===== config.mk =====
export PLATFORM = sky130hd
export DESIGN_NAME = uart_program_loader
export DESIGN_NICKNAME = d
export VERILOG_FILES = /design/src/rtl/loader_pkg.sv /design/src/rtl/uart_program_loader.sv
export SDC_FILE = /design/constraint.sdc
export NUM_CORES = 1
export LEC_CHECK = 0
export BUFFER_PORTS_ARGS = -buffer_cell sky130_fd_sc_hd__clkbuf_2
export CAP_MARGIN = 25
export CORE_ASPECT_RATIO = 0.9
export CORE_MARGIN = 2
export CORE_UTILIZATION = 50
export CTS_CLUSTER_SIZE = 14
export DETAILED_ROUTE_END_ITERATION = 8
export PLACE_DENSITY = 0.76
export SYNTH_ARGS = -nofsm -noshare
export SYNTH_HDL_FRONTEND = slang
export SYNTH_SLANG_ARGS = --single-unit

===== constraint.sdc =====
create_clock -name clk -period 2.5 [get_ports clk]
set_clock_uncertainty 0.15 [all_clocks]
set_input_delay 0.25 -clock clk [delete_from_list [all_inputs] [get_ports clk]]
set_output_delay 0.25 -clock clk [all_outputs]
set_load 0.01 [all_outputs]

===== src/rtl/loader_pkg.sv =====
// Shared types and constants for the UART program loader.
package loader_pkg;

  typedef enum logic [1:0] {
    IDLE  = 2'd0,
    COUNT = 2'd1,
    DATA  = 2'd2,
    CHECK = 2'd3
  } loader_state_t;

  localparam int          BYTE_WIDTH_DEF = 8;
  localparam int          DATA_WIDTH_DEF = 32;
  localparam logic [7:0]  SYNC_BYTE      = 8'hA5;
  localparam int          BYTES_PER_WORD = DATA_WIDTH_DEF / BYTE_WIDTH_DEF;

  // Running frame checksum: XOR of every payload byte.
  function automatic logic [7:0] chk_update(input logic [7:0] chk, input logic [7:0] data);
    return chk ^ data;
  endfunction

endpackage


===== src/rtl/uart_program_loader.sv =====
// Decodes a framed program image from the UART receiver, packs payload bytes
// little-endian into memory words, writes them to instruction memory and
// releases the core from reset only after a frame with a good checksum.
module uart_program_loader
  import loader_pkg::*;
#(
  parameter int         BYTE_WIDTH     = 8,
  parameter int         DATA_WIDTH     = 32,
  parameter int         ADDR_WIDTH     = 8,
  parameter logic [7:0] SYNC           = SYNC_BYTE,
  parameter int         TIMEOUT_CYCLES = 1_000_000
) (
  input  logic                  clk,
  input  logic                  arst_n,
  input  logic                  rx_done,
  input  logic [BYTE_WIDTH-1:0] rx_data,
  output logic                  mem_we,
  output logic [ADDR_WIDTH-1:0] mem_addr,
  output logic [DATA_WIDTH-1:0] mem_wdata,
  output logic                  load_busy,
  output logic                  load_done,
  output logic                  load_error,
  output logic                  core_hold
);

  localparam int BPW    = DATA_WIDTH / BYTE_WIDTH;
  localparam int BIDX_W = (BPW > 1) ? $clog2(BPW) : 1;
  localparam int TMO_W  = (TIMEOUT_CYCLES > 1) ? $clog2(TIMEOUT_CYCLES) : 1;

  loader_state_t          state_r;
  logic [BIDX_W-1:0]      byte_idx_r;
  logic [ADDR_WIDTH-1:0]  word_idx_r;
  logic [BYTE_WIDTH-1:0]  count_r;
  logic [7:0]             chk_r;
  logic [TMO_W-1:0]       tmo_r;
  logic [DATA_WIDTH-1:0]  word_r;
  logic                   mem_we_r;
  logic [ADDR_WIDTH-1:0]  mem_addr_r;
  logic [DATA_WIDTH-1:0]  mem_wdata_r;
  logic                   load_done_r;
  logic                   load_error_r;
  logic                   core_hold_r;

  logic                   tmo_hit_s;
  logic                   last_byte_s;
  logic                   last_word_s;
  logic [DATA_WIDTH-1:0]  word_next_s;

  // Frame-level decode helpers derived from the current registers and input byte.
  always_comb begin
    tmo_hit_s   = (tmo_r == TMO_W'(TIMEOUT_CYCLES - 1));
    last_byte_s = (byte_idx_r == BIDX_W'(BPW - 1));
    last_word_s = (word_idx_r == ADDR_WIDTH'(count_r - {{(BYTE_WIDTH-1){1'b0}}, 1'b1}));
    // First byte received ends up in the least-significant lane after BPW shifts.
    word_next_s = {rx_data, word_r[DATA_WIDTH-1:BYTE_WIDTH]};
  end

  // Loader FSM with word packer, checksum, inter-byte timeout and registered outputs.
  always_ff @(posedge clk or negedge arst_n) begin
    if (!arst_n) begin
      state_r      <= IDLE;
      byte_idx_r   <= '0;
      word_idx_r   <= '0;
      count_r      <= '0;
      chk_r        <= 8'h00;
      tmo_r        <= '0;
      word_r       <= '0;
      mem_we_r     <= 1'b0;
      mem_addr_r   <= '0;
      mem_wdata_r  <= '0;
      load_done_r  <= 1'b0;
      load_error_r <= 1'b0;
      core_hold_r  <= 1'b1;
    end else begin
      mem_we_r    <= 1'b0;
      load_done_r <= 1'b0;
      if ((state_r != IDLE) && !rx_done) begin
        // Waiting for the next byte inside a frame.
        if (tmo_hit_s) begin
          load_error_r <= 1'b1;
          state_r      <= IDLE;
          tmo_r        <= '0;
        end else begin
          tmo_r <= tmo_r + TMO_W'(1);
        end
      end else begin
        tmo_r <= '0;
        case (state_r)
          IDLE: begin
            if (rx_done && (rx_data == SYNC)) begin
              state_r      <= COUNT;
              load_error_r <= 1'b0;
              core_hold_r  <= 1'b1;
              chk_r        <= 8'h00;
              byte_idx_r   <= '0;
              word_idx_r   <= '0;
              count_r      <= '0;
              word_r       <= '0;
            end else begin
              state_r <= IDLE;
            end
          end
          COUNT: begin
            if (rx_data == '0) begin
              load_error_r <= 1'b1;
              state_r      <= IDLE;
            end else begin
              count_r <= rx_data;
              state_r <= DATA;
            end
          end
          DATA: begin
            word_r <= word_next_s;
            chk_r  <= chk_update(chk_r, rx_data);
            if (last_byte_s) begin
              mem_wdata_r <= word_next_s;
              mem_addr_r  <= word_idx_r;
              mem_we_r    <= 1'b1;
              byte_idx_r  <= '0;
              word_idx_r  <= word_idx_r + ADDR_WIDTH'(1);
              if (last_word_s) begin
                state_r <= CHECK;
              end else begin
                state_r <= DATA;
              end
            end else begin
              byte_idx_r <= byte_idx_r + BIDX_W'(1);
            end
          end
          CHECK: begin
            state_r <= IDLE;
            if (rx_data == chk_r) begin
              load_done_r <= 1'b1;
              core_hold_r <= 1'b0;
            end else begin
              load_error_r <= 1'b1;
            end
          end
          default: begin
            state_r <= IDLE;
          end
        endcase
      end
    end
  end

  assign mem_we     = mem_we_r;
  assign mem_addr   = mem_addr_r;
  assign mem_wdata  = mem_wdata_r;
  assign load_busy  = (state_r != IDLE);
  assign load_done  = load_done_r;
  assign load_error = load_error_r;
  assign core_hold  = core_hold_r;

endmodule


Word level (Yosys, flattened, before mapping)
Index checks and enable logic that the tools add are counted.
{"block": "word_totals", "register_bits": 124, "latch_bits": 0, "ramBits": 0, "romBits": 0, "input_bits": 11, "elab_cells": 88, "memories": 0}
{"block": "op_classes", "add_sub_neg": 4, "multipliers": 0, "n_div": 0, "magnitude_cmp": 0, "n_eq_ne": 17, "n_shift": 0, "muxes": 35, "bitwise_logic": 2, "reduce_logical": 17}
{"cell": "case mux 32 bit (2 select lines)", "n": 1}
{"cell": "case mux 8 bit (2 select lines)", "n": 3}
{"cell": "two-way mux 20 bit", "n": 2}
{"cell": "two-way mux 32 bit", "n": 1}
{"cell": "two-way mux 8 bit", "n": 3}
{"cell": "adder 20 x 1 -> 20 bit (second input constant)", "n": 1}
{"cell": "equality test 20 bit (second input constant)", "n": 1}
{"cell": "equality test 8 bit", "n": 2}
{"cell": "two-way mux 1 bit", "n": 15}
{"cell": "two-way mux 2 bit", "n": 6}
{"cell": "!= test 3 bit (second input constant)", "n": 4}
{"cell": "AND reduction 4 bit", "n": 3}
{"cell": "!= test 2 bit (second input constant)", "n": 5}
{"cell": "adder 8 x 1 -> 8 bit (second input constant)", "n": 1}
{"cell": "equality test 8 bit (second input constant)", "n": 1}
{"cell": "zero test 8 bit", "n": 1}
{"cell": "case mux 2 bit (4 select lines)", "n": 1}
{"cell": "nonzero test 2 bit", "n": 4}
{"cell": "subtractor 8 x 1 -> 8 bit (second input constant)", "n": 1}
{"cell": "XOR 8 bit", "n": 1}
{"cell": "equality test 2 bit (second input constant)", "n": 3}
{"cell": "AND reduction 3 bit", "n": 2}
{"cell": "AND reduction 5 bit", "n": 1}
{"cell": "case mux 2 bit (2 select lines)", "n": 1}
{"cell": "10 further kinds", "n": 11}

Logic depth before layout (Yosys ltp)
Gate-level depths: netlist of the first run.
{"block": "logic_depth", "word_depth": 6, "mapped_depth": 7}

Worst setup path after synthesis of the first run
No wires, ideal clock.
{"block": "synth_path", "path_kind": "flip-flop to flip-flop", "start": "register state_r[1]", "end": "register word_idx_r[0]", "setup_time_ns": 0.129, "arrival_time_ns": 1.720, "setup_slack_ns": 0.501, "stages_incl_launch_ff": 7, "path_buffers": 2, "path_cell_list": "dfrtp_1 > clkbuf_1 > or2_2 > or4_1 > clkbuf_1 > nand3_1 > o21ai_1"}
{"block": "synth_via", "elab_chain_cells": 4, "elab_cells_between_ends": 10}
{"item": "start, declared", "line": "uart_program_loader.sv:30", "source": "loader_state_t state_r;"}
{"item": "start signal, assigned", "line": "uart_program_loader.sv:61", "source": "state_r <= IDLE;"}
{"item": "start signal, assigned", "line": "uart_program_loader.sv:81", "source": "state_r <= IDLE;"}
{"item": "start signal, assigned", "line": "uart_program_loader.sv:91", "source": "state_r <= COUNT;"}
{"item": "nonzero test 2 bit"}
{"item": "named net load_busy", "line": "uart_program_loader.sv:20", "source": "output logic load_busy,"}
{"item": "logical AND 1 bit", "line": "uart_program_loader.sv:77", "source": "if ((state_r != IDLE) && !rx_done) begin"}
{"item": "NOT 1 bit (no source line)"}
{"item": "AND reduction 4 bit (no source line)"}
{"item": "end signal, assigned", "line": "uart_program_loader.sv:120", "source": "word_idx_r <= word_idx_r + ADDR_WIDTH'(1);"}
{"item": "end, declared", "line": "uart_program_loader.sv:32", "source": "logic [ADDR_WIDTH-1:0] word_idx_r;"}
The timed path passes the listed nets, and every way through them passes these cells.
A chain may end at the register's enable or synchronous reset.

Final worst setup path of the first run
{"block": "layout_path", "start": "input rx_data[4]", "end": "register count_r[1]"}
{"block": "layout_via", "elab_chain_cells": 4, "elab_cells_between_ends": 6}
{"item": "start, declared", "line": "uart_program_loader.sv:16", "source": "input logic [BYTE_WIDTH-1:0] rx_data,"}
{"item": "equality test 8 bit", "line": "uart_program_loader.sv:90", "source": "if (rx_done && (rx_data == SYNC)) begin"}
{"item": "logical AND 1 bit", "line": "uart_program_loader.sv:90"}
{"item": "!= test 2 bit (no source line)"}
{"item": "AND reduction 4 bit (no source line) *"}
{"item": "end signal, assigned", "line": "uart_program_loader.sv:108", "source": "count_r <= rx_data;"}
{"item": "end, declared", "line": "uart_program_loader.sv:33", "source": "logic [BYTE_WIDTH-1:0] count_r;"}
Every way passes the cells marked *; elsewhere a longest branch is shown, timed or not.

==> reports/summary.md, run 1 <==
Sequential elements use 56.7% of the synthesized area. The core area came out at 10100 um2. Of the cells placed in the final design, the portion with a size suffix greater than 1 is 17.4%. Dividing the synthesized area by the synthesized cell count gives 9.06 um2.

The number of sinks handled by clock tree synthesis was 116. VDD sags by at most 448 uV. The fraction of registers with async set or reset after synthesis came out at 100%. The post-detailed-route DRC marker count was 0. In the routed layout, each cell is associated on average with a via count of 5.38.

For this design the static power due to leakage is 3.10 nW. The later pin in the worst-skew pair is clocked with a latency of 0.41 ns. Setup slack on the critical path of the routed design comes to 0.0943 ns. The deepest level of the CTS H-tree is 4, and the post-synthesis net count is 580. The count of buffers added on input and output ports is 55. The die covers 11100 um2.

The number of antenna violations at the first check in global routing is 0. Setup violations remaining at the end of the flow were counted as 0. Once detail routing completed, the nets flagged for antenna violations numbered 0.

At the end of the flow the core is filled with cells to 61.7%. The hold violation count in the final report is 0, and the die outline height is 100 um. Headroom to the max-slew limit: 61.5%. The top fanout value on the critical path was 12; the number of flip-flops and latches in the synthesized netlist was 116. After routing, the total negative slack on setup checks comes to 0 ns. For this block, the routed nets add up to 11700 um of wire. Cell area power density: 747 nW/um2.

After clock tree synthesis, the clock-pin slew on the worst setup and hold paths is 0.06 ns. For the pin count of the biggest net entering global routing, the log shows 52. The global placer's final weighted congestion was 0.857; the data required time of the critical path was 2.66 ns. Across the run, the number of max-cap violations was 0. The run finished with clean final reports.

Setup repair after global routing left no endpoint under its margin. Once layout is complete, the cells apart from fillers number 777. The final layout net count was 650; the worst endpoint data arrival time was 2.56 ns.

The run gives 20000 um as the first-pass GRT wire length. The worst setup path is of the in2reg kind. For this run, the number of Yosys warnings is 0.

The logs give 50.6% for the initial cell density of the core and 5120 um2 for the area of the mapped netlist. The run gives 0 as the number of max-slew violations in the final report. The tools report the placed instance count as 742. The run gives 36 as the number of distinct standard cells referenced by the synthesized netlist.

Subtracting the final worst setup slack from the clock period gives 2.41 ns. The tools report the kind of launch point of the worst setup path as a primary input. The slew of the pin with the lowest slew margin is 0.573 ns. The flip-flop cell with the highest count after synthesis was sky130_fd_sc_hd__dfrtp_1. In the finished design, the share of the clock period the worst path needs comes to 96.2%. The initial detailed-routing violation count came out at 364. In this run the worst hold path is classified as in2reg.

Count of pins on the block boundary: 56. Synthesis handed over a netlist of 565 instances. The logs give 17 for the number of buffers created by CTS and 0 for the total congestion overflow.

TritonCTS built the clock tree. The antenna diode count came out at 0. The number of buffers added for setup after CTS was 0. CTS placed an instance of sky130_fd_sc_hd__clkbuf_16 at the clock tree root. The area added between synthesis and finish was 21.9%; the placement row count was 35. Before CTS, the worst setup slack after placement is 0.243 ns. Global routing used 22.7% of the available tracks across all layers. On the final layout, the worst hold slack is 0.0582 ns. The synthesized design contains 0 enable-type register cells. Before antenna repair, the detailed router went through 7 iterations.

The worst setup path is captured at a flop. Detailed placement ended at an HPWL of 7800 um. In this run the horizontal extent of the chip is 111 um.

Detailed routing inserted a total of 4179 vias. Dividing the detail-routed wire length by the instance count gives 15.0 um. Counting along the longest clock path gives a buffer depth of 2. For the number of global-route vias before repair, the log shows 4047.

Static timing analysis puts the maximum clock frequency at 0.416 GHz.
[layout make-up]
type | count | area, um2
clock buffers | 18 | 439
well taps | 129 | 161
clock inverters | 14 | 153
multi-input cells | 413 | 2070
fillers | 818 | 3870
flip-flops and latches | 116 | 2900
repair buffers | 78 | 478
inverters | 9 | 33.8
[timing repair]
item                      CTS  global route
hold buffers                2             0
hold endpoints to repair   41             0
gates resized for setup     0             0
[cells by family (layout without fill, tap and decap cells)]
| family | count (synthesis) | after routing | share of synthesized area [%] |
|---|---|---|---|
| adders and majority gates | 4 | 4 | 0.977 |
| xor gates and xnor gates | 42 | 42 | 7.18 |
| and+or+nand+nor | 305 | 305 | 25.3 |
| buffers and inverters | 36 | 119 | 2.83 |
| DFF | 116 | 116 | 56.7 |
| muxes | 1 | 1 | 0.220 |
| AOI/OAI and AO/OA | 61 | 61 | 6.82 |
[registers in the layout, indices dropped and copies added (netlist names)]
name / count
core_hold: 1
load_done: 1
count_r: 8
word_r: 24
byte_idx_r: 2
chk_r: 8
load_error: 1
mem_we: 1
tmo_r: 20
mem_addr: 8
mem_wdata: 32
word_idx_r: 8
state_r: 2
[worst max-delay path: stages]
cell	delay, ns
sky130_fd_sc_hd__dlygate4sd3_1	0.53
sky130_fd_sc_hd__clkbuf_2	0.17
sky130_fd_sc_hd__or4_1	0.55
sky130_fd_sc_hd__o31ai_1	0.39
sky130_fd_sc_hd__nor3_1	0.11
sky130_fd_sc_hd__buf_2	0.20
sky130_fd_sc_hd__buf_4	0.16
sky130_fd_sc_hd__o31ai_1	0.20
[metrics by stage]
step / instance area, um2 / power, mW
2_1_floorplan: 5120 / 2.16
3_3_place_gp: 5620 / 2.26
3_5_place_dp: 5620 / 2.28
4_1_cts: 6240 / 4.69
5_1_grt: 6240 / 4.81
6_report: 6240 / 4.66
[placed cells by master, fill, tap and decap left out, types with 2 or more instances in the layout]
cell,n
sky130_fd_sc_hd__and4_1,2
sky130_fd_sc_hd__inv_1,8
sky130_fd_sc_hd__or4_1,2
sky130_fd_sc_hd__a21oi_1,2
sky130_fd_sc_hd__clkbuf_2,54
sky130_fd_sc_hd__dlygate4sd3_1,2
sky130_fd_sc_hd__clkinv_2,2
sky130_fd_sc_hd__and3_1,7
sky130_fd_sc_hd__inv_6,3
sky130_fd_sc_hd__nor2_1,39
sky130_fd_sc_hd__clkinv_4,3
sky130_fd_sc_hd__nand2_1,206
sky130_fd_sc_hd__clkinvlp_4,4
sky130_fd_sc_hd__o21ai_1,35
sky130_fd_sc_hd__nand4b_1,2
sky130_fd_sc_hd__xor2_1,19
sky130_fd_sc_hd__clkbuf_16,17
sky130_fd_sc_hd__o21ai_0,11
sky130_fd_sc_hd__nor4_1,6
sky130_fd_sc_hd__nand4_1,10
sky130_fd_sc_hd__xnor2_1,23
sky130_fd_sc_hd__dfrtp_1,115
sky130_fd_sc_hd__or3_1,4
sky130_fd_sc_hd__o31ai_1,4
sky130_fd_sc_hd__o21bai_1,3
sky130_fd_sc_hd__nand3_1,12
sky130_fd_sc_hd__bufinv_16,2
sky130_fd_sc_hd__buf_4,19
sky130_fd_sc_hd__buf_12,2
sky130_fd_sc_hd__o22ai_1,2
sky130_fd_sc_hd__nor3_1,8
sky130_fd_sc_hd__ha_1,4
sky130_fd_sc_hd__nor3b_1,4
[cell usage after synthesis, drive strengths merged, types with 6 or more instances]
| master | number | area (um2) |
|---|---|---|
| o21ai | 46 | 230 |
| xnor2 | 23 | 201 |
| nand4 | 10 | 62.6 |
| nand3 | 12 | 60.1 |
| nor2 | 39 | 146 |
| nand2 | 206 | 773 |
| inv | 9 | 33.8 |
| nor4 | 6 | 37.5 |
| nor3 | 8 | 40.0 |
| xor2 | 19 | 166 |
| clkbuf | 15 | 56.3 |
| and3 | 7 | 43.8 |
| dfrtp | 115 | 2880 |
| buf | 12 | 55.1 |
[power by group]
| part | internal (mW) | total [mW] | switching (mW) |
|---|---|---|---|
| registers | 1.94 | 2.00 | 0.0605 |
| clock network | 1.50 | 2.42 | 0.916 |
| logic | 0.107 | 0.243 | 0.137 |
[metal layers]
| layer | global-route usage, % | part of all wire, % | vias up |
|---|---|---|---|
| li1 | - | - | 1994 |
| met1 | 32.0 | 48 | 2036 |
| met2 | 34.7 | 45 | 131 |
| met3 | 5.13 | 5.3 | 18 |
| met4 | 8.75 | 1.4 | 0 |
| met5 | 0 | 0 | - |
[final timing paths]
kind	start	end	slack, ns	cells past startpoint
min in group asynchronous	arst_n	mem_addr[1]$_DFFE_PN0P_	0.22	2
hold / removal	rx_data[2]	mem_wdata[26]$_DFFE_PN0P_	0.06	4
hold reg to reg	mem_wdata[12]$_DFFE_PN0P_	mem_wdata[12]$_DFFE_PN0P_	0.32	2
setup / recovery	rx_data[4]	count_r[1]$_DFFE_PN0P_	0.09	8
setup reg to reg	state_r[0]$_DFFE_PN0P_	count_r[1]$_DFFE_PN0P_	0.29	6
max in group asynchronous	arst_n	mem_wdata[28]$_DFFE_PN0P_	1.26	3
Power figures use the tool's default switching activity.
==> inputs of run 2 (changes only) <==
--- a/config.mk
+++ b/config.mk
@@ -13,6 +13,7 @@
 export CTS_CLUSTER_SIZE = 14
 export DETAILED_ROUTE_END_ITERATION = 8
 export PLACE_DENSITY = 0.76
+export RECOVER_POWER = 50
 export SYNTH_ARGS = -nofsm -noshare
 export SYNTH_HDL_FRONTEND = slang
 export SYNTH_SLANG_ARGS = --single-unit
==> reports/summary.md, run 2 (synthesis results as in run 1) <==
The flow ran to the end, and the final reports show no timing, DRC or antenna violations. The die outline area was 11100 um2 (unchanged); the worst endpoint data arrival time was 2.55 ns (about the same). The flip-flop count of the largest register, all copies and words added came out at 32 (unchanged). Destination of the worst hold path: mem_wdata[26]$_DFFE_PN0P_.

Setup-violating endpoint count in the final report: 0 (unchanged). The setup path with the least slack is of type in2reg. The tools report the pin count of the biggest net entering global routing as 52 (unchanged). The mean routed wirelength per cell works out to 15.1 um (+0.43%).

The sum of net half-perimeters after detailed placement came out at 7800 um (unchanged). The slew of the pin with the lowest slew margin is 1.07 ns (+0.497 ns). The endpoint identified for the worst register-to-register timing path is count_r[1]$_DFFE_PN0P_. The cell count of the worst reg-to-reg path was 6 (unchanged). The floorplan die width is 111 um (unchanged). The logs give 20000 um (unchanged) for the first-pass GRT wire length and 28.7% (-33 points) for the headroom to the max-slew limit. The number of buffers added for setup after CTS is 0 (unchanged), and the global placer's final weighted congestion is 0.857 (unchanged). Initial cell density of the core: 50.6% (unchanged). The tools report the flop-to-flop setup slack as 0.29 ns (about the same).

The top fanout value on the critical path came out at 12 (unchanged). The cell area power density is 754 nW/um2 (+0.94%), and the clock insertion delay at the later pin of the skew report is 0.41 ns (about the same). Number of antenna violations at the first check in global routing: 0 (unchanged). The run gives 61.1% (-0.62 points) as the share of the core filled with cells. The per-cell via count in the routed design works out to 5.34 (-0.62%).

The tools report the initial detailed-routing violation count as 353 (-3.0%). Setup repair after global routing left no endpoint under its margin. Leading cell type in the layout, fill and taps excluded: sky130_fd_sc_hd__nand2_1. The reported leakage power was 2.95 nW (-5.0%). For the data required time of the critical path, the log shows 2.66 ns (about the same).

Endpoint kind of the worst setup timing path: a flop. The number of search-and-repair iterations in the first detailed-routing pass was 5 (-2); the final layout net count was 650 (unchanged). The number of sinks handled by clock tree synthesis came out at 116 (unchanged). The tools report the cell chosen for the clock root as sky130_fd_sc_hd__clkbuf_16. The tools report the core area as 10100 um2 (unchanged). The count of pins on the block boundary is 56 (unchanged), and the die outline height is 100 um (unchanged).

The hold violation count in the final report was 0 (unchanged). The antenna diode count is 0 (unchanged), and the count of antenna-violating nets left after detailed routing is 0 (unchanged). The run gives 4047 (unchanged) as the number of global-route vias before repair. The placement row count is 35 (unchanged), and the number of buffers created by CTS is 17 (unchanged). The logs give 0 (unchanged) for the total congestion overflow and 22.7% (unchanged) for the total routing resource utilization after global routing. The period utilization came out at 95.6% (-0.67 points). Relative to the synthesized area, the layout overhead comes to 20.6%. TritonCTS built the clock tree. The tools report the deepest level of the CTS H-tree as 4 (unchanged).

The number of max-slew violations in the final report is 0 (unchanged). The run gives 0.419 GHz (+0.70%) as the fmax. The setup TNS after final layout came out at 0 ns (unchanged).

Leaving out fill and tap cells, the most frequent cells in the layout are 206 x sky130_fd_sc_hd__nand2_1, 115 x sky130_fd_sc_hd__dfrtp_1, 44 x sky130_fd_sc_hd__clkbuf_1. The worst supply voltage drop on vdd was 448 uV (about the same); the CTS clock-pin slew for the worst setup and hold paths was 0.06 ns (about the same). The tools report the clock tree buffer depth as 2 (unchanged). The path class of the tightest hold or removal check is in2reg. The max-capacitance violation count came out at 0 (unchanged). The tools report the filler cell count in the final layout as 842 (+2.9%). In this run the most critical hold path is launched from rx_data[2]. The count of input and output buffers was 55 (unchanged).

The total detailed-routing wirelength is 11700 um (+0.43%). The routed via count is 4153 (-0.62%). The tools report the post-detailed-route DRC marker count as 0 (unchanged). In this run the critical register-to-register path is launched from state_r[0]$_DFFE_PN0P_. The worst hold path cell count was 4 (unchanged). STA classifies the critical path startpoint as a primary input. The minimum period implied by the final worst setup slack came out at 2.39 ns (-0.0167 ns). The share of final-layout standard cells stronger than drive strength 1 works out to 10.6% (-6.8 points).
[run 2: cell types whose count changed in the layout (fill, tap and decap cells not counted)]
cell                       change
sky130_fd_sc_hd__clkbuf_1     +44
sky130_fd_sc_hd__clkbuf_2     -41
sky130_fd_sc_hd__buf_4         -3
[run 2: worst max path at each step]
stage	from	endpoint	slack (ns)	cells after the start
detailed placement	rx_data[6]	count_r[7]$_DFFE_PN0P_	0.24	5
global route	rx_data[4]	chk_r[1]$_DFFE_PN0P_	0.08	8
global placement	rx_data[6]	byte_idx_r[0]$_DFFE_PN0P_	0.33	6
finish	rx_data[4]	count_r[1]$_DFFE_PN0P_	0.11	8
floorplan	state_r[1]$_DFFE_PN0P_	word_idx_r[0]$_DFFE_PN0P_	0.50	6
CTS	rx_data[4]	count_r[1]$_DFFE_PN0P_	0.18	8
[run 2: worst max-delay path, cell delays in order]
cell	delay (ns)
sky130_fd_sc_hd__dlygate4sd3_1	0.53
sky130_fd_sc_hd__clkbuf_2	0.17
sky130_fd_sc_hd__or4_1	0.54
sky130_fd_sc_hd__o31ai_1	0.38
sky130_fd_sc_hd__nor3_1	0.11
sky130_fd_sc_hd__buf_2	0.20
sky130_fd_sc_hd__buf_4	0.16
sky130_fd_sc_hd__o31ai_1	0.20
[run 2: timing repair]
item,in CTS,in global routing
gates resized for setup,0,0
endpoints found under the setup margin,0,0
hold endpoints to repair,41,0
hold buffers,2,0
[run 2: cell type report]
class | count | area (um2) | area share [%]
Inverter | 9 | 33.8 | 0.547
Timing Repair Buffer | 78 | 415 | 6.72
Multi-Input combinational cell | 413 | 2070 | 33.5
Sequential cell | 116 | 2900 | 47.0
Tap cell | 129 | 161 | 2.61
Clock inverter | 14 | 153 | 2.47
Clock buffer | 18 | 439 | 7.11
[run 2: stage by stage]
| step | power [mW] | instance area [um2] | setup WS, ns | instances | hold slack [ns] |
|---|---|---|---|---|---|
| 2_1_floorplan | 2.16 | 5120 | 0.501 | 565 | -0.196 |
| 4_1_cts | 4.69 | 6240 | 0.177 | 776 | 0.0525 |
| 3_5_place_dp | 2.28 | 5620 | 0.243 | 742 | 0.130 |
| 5_1_grt | 4.81 | 6180 | 0.0769 | 777 | 0.0892 |
| 3_3_place_gp | 2.26 | 5620 | 0.329 | 742 | 0.121 |
| 6_report | 4.66 | 6180 | 0.111 | 777 | 0.0595 |
[run 2: per-layer routing]
metal	track usage (%)	vias to the layer above	wire, um	part of all wire (%)
li1	-	1992	-	-
met1	32.0	2015	5580	48
met2	34.7	132	5270	45
met3	5.13	14	703	6.0
met4	8.75	0	151	1.3
met5	0	-	0	0
[run 2: power breakdown]
group / switching, mW / total, mW / internal [mW] / leakage (nW)
clock: 0.915 / 2.42 / 1.50 / 0.279
combinational: 0.137 / 0.241 / 0.104 / 1.09
sequential: 0.0606 / 2.00 / 1.94 / 1.58
